===== src/rtl/rw_ready_seq.sv =====
// rw_ready_seq: round-robin N-channel read/write strobe sequencer with per-channel delayed ready.
// Define RW_SEQ_ASSERT_EN to embed the concurrent assertions.
module rw_ready_seq #(
  parameter int CHANNELS = 4,
  parameter int READY_LAT = 1,
  parameter int ID_W = $clog2(CHANNELS)
) (
  input  logic                clock,
  input  logic                reset,
  input  logic [CHANNELS-1:0] req,
  input  logic [CHANNELS-1:0] ctrl,
  output logic [CHANNELS-1:0] read,
  output logic [CHANNELS-1:0] write,
  output logic [CHANNELS-1:0] ready,
  output logic [ID_W-1:0]     grant_id,
  output logic                active
);
  logic [ID_W-1:0] ptr, k, idx, nxt;
  logic gnt;
  logic [CHANNELS-1:0] oh;
  logic [CHANNELS-1:0] stg [READY_LAT];
  // scan from the far end back toward ptr so the nearest requester wins
  always_comb begin
    gnt = 1'b0;
    k = '0;
    idx = '0;
    for (int j = CHANNELS - 1; j >= 0; j--) begin
      idx = ID_W'((int'(ptr) + j) % CHANNELS);
      if (req[idx]) begin
        gnt = 1'b1;
        k = idx;
      end
    end
    oh = CHANNELS'(1) << k;
    nxt = (int'(k) == CHANNELS - 1) ? '0 : k + 1'b1;
  end
  always_ff @(posedge clock) begin
    if (reset) begin
      read <= '0;
      write <= '0;
      grant_id <= '0;
      active <= 1'b0;
      ptr <= '0;
      for (int s = 0; s < READY_LAT; s++) stg[s] <= '0;
    end else begin
      read <= (gnt && !ctrl[k]) ? oh : '0;
      write <= (gnt && ctrl[k]) ? oh : '0;
      grant_id <= gnt ? k : grant_id;
      active <= gnt;
      ptr <= gnt ? nxt : ptr;
      stg[0] <= write;
      for (int s = 1; s < READY_LAT; s++) stg[s] <= stg[s-1];
    end
  end
  assign ready = stg[READY_LAT-1];
`ifdef RW_SEQ_ASSERT_EN
  a_onehot: assert property (@(posedge clock) disable iff (reset) $onehot0(read | write));
  a_rw: assert property (@(posedge clock) disable iff (reset) !(|(read & write)));
  a_gid: assert property (@(posedge clock) disable iff (reset)
    active |-> (read[grant_id] | write[grant_id]));
  for (genvar i = 0; i < CHANNELS; i++) begin : g_ch
    a_wr: assert property (@(posedge clock) disable iff (reset)
      write[i] |-> ##READY_LAT ready[i]);
    a_rdy: assert property (@(posedge clock) disable iff (reset)
      ready[i] |-> $past(write[i], READY_LAT));
    a_fair: assert property (@(posedge clock) disable iff (reset)
      (req[i] && !(read[i] | write[i])) [*CHANNELS] |=> (read[i] | write[i]));
  end
`endif
endmodule


===== config.mk =====
export PLATFORM = sky130hd
export DESIGN_NAME = rw_ready_seq
export DESIGN_NICKNAME = d
export VERILOG_FILES = /design/src/rtl/rw_ready_seq.sv
export SDC_FILE = /design/constraint.sdc
export NUM_CORES = 1
export LEC_CHECK = 0
export ABC_AREA = 1
export CAP_MARGIN = 20
export CORE_UTILIZATION = 33
export CTS_BUF_LIST = sky130_fd_sc_hd__clkbuf_4
export CTS_CLUSTER_DIAMETER = 50
export CTS_CLUSTER_SIZE = 10
export DETAILED_ROUTE_END_ITERATION = 8
export DONT_BUFFER_PORTS = 1
export PLACE_DENSITY = 0.51
export SLEW_MARGIN = 10
export SYNTH_ARGS = -nofsm -noshare
export SYNTH_HDL_FRONTEND = slang
export SYNTH_SLANG_ARGS = --single-unit

===== constraint.sdc =====
create_clock -name clock -period 5.6 [get_ports clock]
set_input_delay 1.68 -clock clock [delete_from_list [all_inputs] [get_ports clock]]
set_output_delay 1.68 -clock clock [all_outputs]
set_load 0.1 [all_outputs]

# After elaboration in Yosys (flattened, before gate mapping)
# Memories as Yosys holds them, arrays and structs flattened.
# Index checks and enable logic that the tools add are counted.
[totals]
mem_count = 1
ff_bits = 13
in_bits = 10
ramBits = 4
[classes]
eq_ne = 1
n_mux = 24
magnitude_cmp = 5
add_sub_neg = 4
n_reduce_logical = 6
n_bitwise = 2
shift = 1
[memory_table]
columns = ["name", "words", "width", "read_ports", "rd_clocked_by_memory_dff", "write_ports", "line", "rtl"]
rows = [
  ["stg", 1, 4, 1, 0, 1, "21", "logic [CHANNELS-1:0] stg [READY_LAT];"],
]
[ops]
columns = ["cell", "count"]
rows = [
  ["2-bit by 3-bit less-than comparator with 1-bit output, second input constant", 5],
  ["1-bit two-way mux", 13],
  ["1-bit binary-select mux with 2-bit select", 5],
  ["2-bit two-way mux", 5],
  ["2-bit by 1-bit adder with 2-bit output, second input constant", 2],
  ["2-bit adder, second input constant", 2],
  ["4-bit two-way mux", 1],
  ["2-bit OR reduction", 2],
  ["4-bit OR reduction", 1],
  ["1-bit by 2-bit left shift with 4-bit output, first input constant", 1],
  ["2-bit by 1-bit equality test with 1-bit output, second input constant", 1],
  ["1-bit logical AND", 2],
  ["1-bit NOT", 2],
  ["1-bit logical NOT", 1],
]

# Depth between registers and ports, before layout
# Gate-level depths: netlist of run 1.
[depth]
ltp_word = 13
ltp_mapped = 14

# Least setup slack after synthesis of run 1
# OpenSTA, ideal clock, no wires.
[synth_timing]
kind = "input to register"
from = "input req[3]"
to = "register ptr[1]"
t_arrival_ns = 2.803
setup_slack_ns = 2.664
stages = 9
path_cell_list = "inv_1 > o21ai_1 > nand2_2 > nand3_4 > nor2_1 > o21ai_1 > ha_1 > nor2_1 > a211oi_1"
[synth_via]
elab_chain_cells = 8
word_cells_on_any_way = 19
classes_between = "1 x add/sub; 1 x eq/ne; 17 x mux"
[synth_lines]
columns = ["item", "line", "rtl"]
rows = [
  ["start: declaration", "10", "input logic [CHANNELS-1:0] req,"],
  ["1-bit binary-select mux with 2-bit select", "29", "if (req[idx]) begin"],
  ["1-bit two-way mux (implied by the code)", "29", ""],
  ["2-bit two-way mux (3 in series)", "29", ""],
  ["2-bit two-way mux (*)", "29", ""],
  ["net k[1]", "18", "logic [ID_W-1:0] ptr, k, idx, nxt;"],
  ["2-bit by 1-bit adder with 2-bit output / 2-bit by 1-bit equality test with 1-bit output (equally long branches)", "35", "nxt = (int'(k) == CHANNELS - 1) ? '0 : k + 1'b1;"],
  ["2-bit two-way mux (*)", "35", ""],
  ["net nxt[1]", "18", ""],
  ["end signal: assignment", "50", "ptr <= gnt ? nxt : ptr;"],
  ["end: declaration", "18", ""],
]
# The timed path passes the listed nets; every way through them passes the cells marked *. The select of a mux whose other input is x is not followed.
# A chain may end at the register's enable or synchronous reset.

# Worst setup path after layout of run 1
[layout_timing]
from = "register write[2]"
to = "output write[2]"
[layout_lines]
columns = ["item", "line", "rtl"]
rows = [
  ["start: declaration", "13", "output logic [CHANNELS-1:0] write,"],
  ["start signal: assignment", "47", "write <= (gnt && ctrl[k]) ? oh : '0;"],
]
# No word-level cell between the ends.

==> results of run 1 <==
==> logic make-up after synthesis <==
family,share of synthesized area
AO/OA/AOI/OAI,0.0521
adder cells (fa/ha/maj),0.0535
buffers and inverters,0.115
flip-flops,0.364
AND/OR/NAND/NOR,0.416
==> synthesized netlist by cell type <==
| library cell | count |
|---|---|
| ha_1 | 4 |
| o21ai_1 | 2 |
| dfxtp_1 | 17 |
| buf_6 | 1 |
| a211oi_1 | 2 |
| nand2_2 | 4 |
| nand3_2 | 6 |
| nor2_1 | 16 |
| inv_2 | 2 |
| clkbuf_1 | 1 |
| o21ai_2 | 1 |
| nand2_1 | 17 |
| inv_4 | 1 |
| nand3_4 | 3 |
| a21oi_1 | 3 |
| nor2_4 | 1 |
| inv_1 | 21 |
| nand2_8 | 1 |
| nor3_4 | 1 |
| nand2_4 | 2 |
| or2_1 | 1 |
| nand3_1 | 9 |
| nor2_2 | 1 |
==> path summary, 6_finish.rpt <==
check / from / endpoint / depth (start not counted)
max: write[2] / write[2] / 0
min: ptr[1] / ptr[1] / 2
max reg2reg: ptr[0] / ptr[1] / 11
min reg2reg: ptr[1] / ptr[1] / 2
==> metrics by stage <==
stage | cells | area [sq um] | setup WS [ps] | hold slack [ps] | utilization
after floorplan | 117 | 936 | 2660 | 549 | -
after global placement | 145 | 958 | 2540 | 634 | 0.373
after detailed placement | 145 | 958 | 2500 | 611 | 0.373
after CTS | 149 | 988 | 2650 | 628 | 0.385
after global routing | 149 | 988 | 2630 | 668 | 0.385
final | 149 | 988 | 2680 | 639 | 0.385
==> registers in the layout, summed over array words and instances, names as in the netlist <==
| register | count |
|---|---|
| read | 4 |
| grant_id | 2 |
| ptr | 2 |
| stg | 4 |
| write | 4 |
| active | 1 |
==> cell usage in the layout (no fill, tap or decap), drive strengths merged <==
| master | n |
|---|---|
| nor2 | 18 |
| inv | 24 |
| nor3 | 1 |
| or2 | 1 |
| clkbuf | 4 |
| ha | 4 |
| a21oi | 3 |
| o21ai | 3 |
| nand2 | 24 |
| dfxtp | 17 |
| a211oi | 2 |
| nand3 | 18 |
==> layout make-up <==
class                      instances  area, sq um
clock buffer                       4         30.0
fill                             295         1580
inverter                          24         92.6
multi-input combinational         74          488
sequential                        17          340
tap                               30         37.5
==> metal layers <==
layer | GRT usage | part of all wire
met5 | 0 | 0
met4 | 0.0321 | 0
met3 | 0.0422 | 0.055
met2 | 0.200 | 0.49
met1 | 0.128 | 0.46
==> flow_metrics.tcl, run 1 <==
set metrics [dict create \
    synth_top_area_share 0.364 \
    worst_slew_pin_slew_ps 968 \
    finalWirelength_microns 1580 \
    cap_viol_max_count 0 \
    num_antenna_cells 0 \
    rsz0062_at_grt "false" \
    cts.sink_count 17 \
    ctsHoldBuffers 0 \
    yosysSeqAreaShare 0.364 \
    htreeDepth 1 \
    worstPathRequired_ps 3920 \
    cts_buffer_depth 2 \
    cts_resized 0 \
    grt.total_usage 0.114 \
    syn_to_final_growth_pct 5.61 \
    finalHoldViolCount 0 \
    syn_area_per_cell_sq_um 8.00 \
    post_cts_buffers 0 \
    slew_headroom 0.354 \
    firstDrtPassIters 4 \
    antenna_found_initial 0 \
    via_per_inst 4.68 \
    rows 18 \
    clk-insertion-delay-late_ps 280 \
    dieArea_sq_um 3050 \
    grt_pass1_vias 706 \
    setup-violations-final 0 \
    die_x_microns 55.3 \
    fin_tns_setup_ps 0 \
    netlist_instances 117 \
    endpoint_kind "output pin" \
    avgRoutedWirePerCell_microns 10.6 \
    crit_fanout 2 \
    drc 0 \
    cts_buffers 3 \
    ant_nets 0 \
    fin_crit_ps 2920 \
    critPathKind "flop to output pin" \
    cts_tree "yes" \
    final_nets 134 \
    cts-root-buf "clkbuf_4" \
    num_vias 698 \
    ys_ff_latch 17 \
    gp_congestion 0.689 \
    die_h_microns 55.3 \
    grt.overflow.total 0 \
    drtIter0Drc 7 \
    core_sq_um 2570 \
    synth_area_sq_um 936 \
    clk_pin_slew_ps 90 \
    synth_area_leader_cell "dfxtp_1" \
    synth_area_leaders "dfxtp_1 (36%), inv_1 (8.4%), nand2_1 (6.8%)" \
    grt_pass1_wl_microns 2810 \
    synth.distinct_cells 23 \
    r2r_setup_slack_ps 3560 \
    worstPathArrival_ps 1240 \
    hpwlAfterDp_microns 1290 \
    hold_class "flop to flop" \
    finalClockSkew_ps 1.73 \
    initial_utilization 0.365 \
    io_buffers 0 \
    min_period_over_period 0.522 \
    synthesis.nets 131 \
    yosys_warnings 0 \
    max_freq_mhz 342 \
    status "finished, final reports clean" \
    io-pin-count 25 \
    drv_slew 0 \
    grt_max_degree 11 \
    layout-drive-gt1-share 0.227 \
    startpoint_type "flop" \
]
Power of run 1 is not shown: default switching activity piles up to over one toggle a cycle in this logic, so the estimate is an artifact.
==> run 2, diff against run 1 <==
==> constraint.sdc (replaced) <==
create_clock -name clock -period 2.87 [get_ports clock]
set_input_delay 0.861 -clock clock [delete_from_list [all_inputs] [get_ports clock]]
set_output_delay 0.861 -clock clock [all_outputs]
set_load 0.1 [all_outputs]
==> run 2 against run 1 <==
  * Utilization is 4.4 points higher
  * Highest routed layer is now met4
  * Clock-buffer cell count stayed put
  * Largest cell class unchanged
  * Via count grew 7.9%
  * Sequential share of layout area decreased by 3.5 points
==> flow_metrics.tcl, run 2 (synthesis results as in run 1) <==
set metrics [dict create \
    cap_viol_max_count 0 \
    worstPathCellList "inv_4 -> nand2_1 -> nand2_2 -> inv_2 -> nand2_1 -> nor2_1 -> nor2_1 -> o21ai_1 -> ha_1 -> nor2_1 -> a211oi_1" \
    place_area_sq_um 1070 \
    cts_buffers 3 \
    min_to "grant_id[1]" \
    finalWirelength_microns 1650 \
    initial_utilization 0.365 \
    io_buffers 0 \
    fin_crit_ps 2040 \
    crit_fanout 10 \
    multi_input_area_sq_um 488 \
    cts_tree "yes" \
    avgRoutedWirePerCell_microns 10.1 \
    rows 18 \
    hpwlAfterDp_microns 1350 \
    antenna_found_initial 0 \
    cts-root-buf "clkbuf_4" \
    ant_nets 0 \
    num_vias 753 \
    holdWs_ps 466 \
    min_from "grant_id[1]" \
    max_stage_delay_ps 620 \
    worstPathRequired_ps 3030 \
    dp_cells 160 \
    slew_headroom 0.684 \
    clk-insertion-delay-late_ps 280 \
    firstDrtPassIters 4 \
    via_per_inst 4.59 \
    fillers 279 \
    layout_commonest_cell "inv_1" \
    drc 0 \
    io-pin-count 25 \
    endpoint_kind "flop" \
    grt.overflow.total 0 \
    finalInstanceArea_sq_um 1100 \
    die_x_microns 55.3 \
    fin_tns_setup_ps 0 \
    status "finished, final reports clean" \
    max_freq_mhz 491 \
    htreeDepth 1 \
    finalHoldViolCount 0 \
    final_cell_mix "inv_1 (21), nand2_1 (17), dfxtp_1 (17)" \
    grt_pass1_vias 701 \
    ctsHoldBuffers 0 \
    syn_to_final_growth_pct 17.6 \
    seqCellArea_sq_um 340 \
    cts.sink_count 17 \
    cpMostUsedCell "nor2_1" \
    drv_slew 0 \
    r2r-start "ptr[0]" \
    gp_congestion 0.704 \
    top_regs "read (4), stg (4), write (4)" \
    critPathSlowestCell "dfxtp_1" \
    core_sq_um 2570 \
    critPathKind "flop to flop" \
    die_h_microns 55.3 \
    setup-violations-final 0 \
    finalClockSkew_ps 1.94 \
    cts_resized 0 \
    worst_slew_pin_slew_ps 473 \
    grt_max_degree 11 \
    cts_buffer_depth 2 \
    layout-drive-gt1-share 0.313 \
    stdcell_count 164 \
    startpoint_type "flop" \
    worstPathArrival_ps 2200 \
    hold_class "flop to flop" \
    dieArea_sq_um 3050 \
    reg2reg_depth 11 \
    grt.total_usage 0.126 \
    holdPathStages 2 \
    min_period_over_period 0.710 \
    final_nets 149 \
    grt_pass1_wl_microns 3020 \
    drtIter0Drc 5 \
    post_cts_buffers 0 \
    rsz0062_at_grt "false" \
    r2r_end "ptr[1]" \
    num_antenna_cells 0 \
    clk_pin_slew_ps 90 \
    r2r_setup_slack_ps 830 \
]
[run 2: metal layers]
metal	vias to the layer above	GRT usage	wire [microns]
li1	392	-	-
met1	339	0.141	747
met2	17	0.219	782
met3	5	0.0398	90
met4	0	0.0536	30
met5	-	0	0
[run 2: final cells by class]
type                    count  share of cell area
multi-input cells          74               0.443
flip-flops and latches     17               0.309
repair buffers             15               0.102
well taps                  30              0.0341
inverters                  24              0.0841
clock buffers               4              0.0273
[run 2: metrics by stage]
step | util | worst slack (ps)
2_1_floorplan | - | 753
3_3_place_gp | 0.417 | 645
3_5_place_dp | 0.417 | 587
4_1_cts | 0.429 | 807
5_1_grt | 0.429 | 573
6_report | 0.429 | 832
[run 2: worst max path at each step]
stage,from,to,cells past startpoint
after floorplan,req[3],ptr[1],9
final,ptr[0],ptr[1],11
after CTS,ptr[0],ptr[1],11
after global placement,req[3],ptr[1],9
after global routing,ptr[0],ptr[1],9
after detailed placement,req[1],ptr[1],10
[run 2: worst max-delay path: cells and delay by family, from the launching register on]
kind,cells,cell delay (ps)
AO/OA/AOI/OAI,2,360
adder cells (fa/ha/maj),1,300
buffers and inverters,2,150
flip-flops,1,620
AND/OR/NAND/NOR,6,490
Power of run 2 is left out for the same reason.
==> run 3, diff against run 2 <==
--- a/config.mk
+++ b/config.mk
@@ -13,7 +13,7 @@
 export CTS_CLUSTER_SIZE = 10
 export DETAILED_ROUTE_END_ITERATION = 8
 export DONT_BUFFER_PORTS = 1
-export PLACE_DENSITY = 0.51
+export PLACE_DENSITY = 0.52
 export SLEW_MARGIN = 10
 export SYNTH_ARGS = -nofsm -noshare
 export SYNTH_HDL_FRONTEND = slang
==> constraint.sdc (replaced) <==
create_clock -name clock -period 1.8 [get_ports clock]
set_input_delay 0.54 -clock clock [delete_from_list [all_inputs] [get_ports clock]]
set_output_delay 0.54 -clock clock [all_outputs]
set_load 0.1 [all_outputs]
==> run 3 against run 2 <==
  * Sequential cell count is the same
  * Design area rose by 4.9%
  * Critical path type unchanged
  * Via count shrank 0.80%
  * Global-route usage grew 0.11 points
  * Clock skew grew 1.8 ps
  * Critical endpoint unchanged
  * Critical path depth fell by 2
==> flow_metrics.tcl, run 3 (synthesis results as in run 1) <==
set metrics [dict create \
    status "finished, final reports clean" \
    finalClockSkew_ps 3.76 \
    grt.overflow.total 0 \
    num_antenna_cells 0 \
    drtIter0Drc 11 \
    layout_commonest_cell "buf_4" \
    worst_slack_ps 141 \
    post_cts_buffers 0 \
    htreeDepth 1 \
    dp_cells 166 \
    io-pin-count 25 \
    io_buffers 0 \
    core_sq_um 2570 \
    max_stage_delay_ps 400 \
    drv_slew 0 \
    min_to "stg[0][3]" \
    hpwlAfterDp_microns 1410 \
    stdcell_count 170 \
    min_period_over_period 0.922 \
    cpMostUsedCell "nand2_2" \
    setup-violations-final 0 \
    min_from "reset" \
    finalHoldViolCount 0 \
    clk_pin_slew_ps 100 \
    cts_buffers 3 \
    reg2reg_depth 9 \
    finalWirelength_microns 1720 \
    dpl_worst_slack_ps -73.2 \
    rows 18 \
    cts_tree "yes" \
    worstPathCellList "o21ai_1 -> nand2_2 -> nand3_4 -> nand2_2 -> nand2_4 -> nand2_8 -> ha_1 -> nor2_1 -> a211oi_1" \
    initial_utilization 0.365 \
    startpoint_type "flop" \
    final_nets 155 \
    grt_pass1_wl_microns 3110 \
    critPathSlowestCell "dfxtp_4" \
    ant_nets 0 \
    endpoint_kind "flop" \
    r2r_end "ptr[1]" \
    layout-drive-gt1-share 0.379 \
    worst_slew_pin_slew_ps 291 \
    firstDrtPassIters 3 \
    cap_viol_max_count 0 \
    syn_to_final_growth_pct 23.4 \
    clk-insertion-delay-late_ps 290 \
    grt_max_degree 11 \
    fin_crit_ps 1660 \
    drc 0 \
    final_cell_mix "buf_4 (21), inv_1 (20), nand2_1 (17)" \
    r2r_setup_slack_ps 140 \
    cts-root-buf "clkbuf_4" \
    via_per_inst 4.39 \
    hold_class "input pin to flop" \
    worstPathArrival_ps 1820 \
    crit_fanout 10 \
    critPathKind "flop to flop" \
    die_x_microns 55.3 \
    grt_pass1_vias 734 \
    gp_congestion 0.688 \
    ctsHoldBuffers 0 \
    holdPathStages 1 \
    avgRoutedWirePerCell_microns 10.1 \
    max_freq_mhz 603 \
    dieArea_sq_um 3050 \
    antenna_found_initial 0 \
    top_regs "read (4), stg (4), write (4)" \
    slew_headroom 0.805 \
    cts.sink_count 17 \
    fin_tns_setup_ps 0 \
    rsz0062_at_grt "false" \
    num_vias 747 \
    worstPathRequired_ps 1960 \
    die_h_microns 55.3 \
    r2r-start "ptr[0]" \
    cts_buffer_depth 2 \
    grt.total_usage 0.127 \
]
## run 3: worst max path at each step
stage / slack, ps / from / to
floorplan: 4 / req[3] / ptr[1]
global placement: -30 / req[3] / ptr[1]
detailed placement: -70 / req[1] / ptr[1]
CTS: 70 / ptr[0] / read[2]
global route: 2 / ptr[0] / ptr[1]
finish: 140 / ptr[0] / ptr[1]
## run 3: per-layer routing
metal,vias up,global-route usage,routed length (microns)
li1,406,-,-
met4,0,0.0429,21
met1,321,0.161,818
met3,2,0.0422,86
met2,18,0.203,788
met5,-,0,0
## run 3: repair_timing
action | 4_1_cts | 5_1_grt
setup endpoints to repair | 9 | 9
gates cloned | 0 | 0
resized for setup | 1 | 5
## run 3: worst max-delay path, delay by kind of cell, from the launching register on
kind / cells / cell delay [ps]
DFF: 1 / 400
adders and majority gates: 1 / 290
and+or+nand+nor: 6 / 570
AOI/OAI and AO/OA: 2 / 270
## run 3: area by class of cell
type / instances / area (sq um)
fillers: 279 / 1410
multi-input cells: 74 / 494
flip-flops and latches: 17 / 345
repair buffers: 21 / 158
inverters: 24 / 92.6
well taps: 30 / 37.5
clock buffers: 3 / 22.5
clock inverters: 1 / 5.00
## run 3: metrics by stage
stage	area (sq um)	util	hold WS [ps]
6_report	1150	0.450	305
5_1_grt	1150	0.450	286
4_1_cts	1140	0.446	294
3_5_place_dp	1120	0.435	461
3_3_place_gp	1120	0.435	449
2_1_floorplan	936	-	549
Power of run 3 is left out for the same reason.
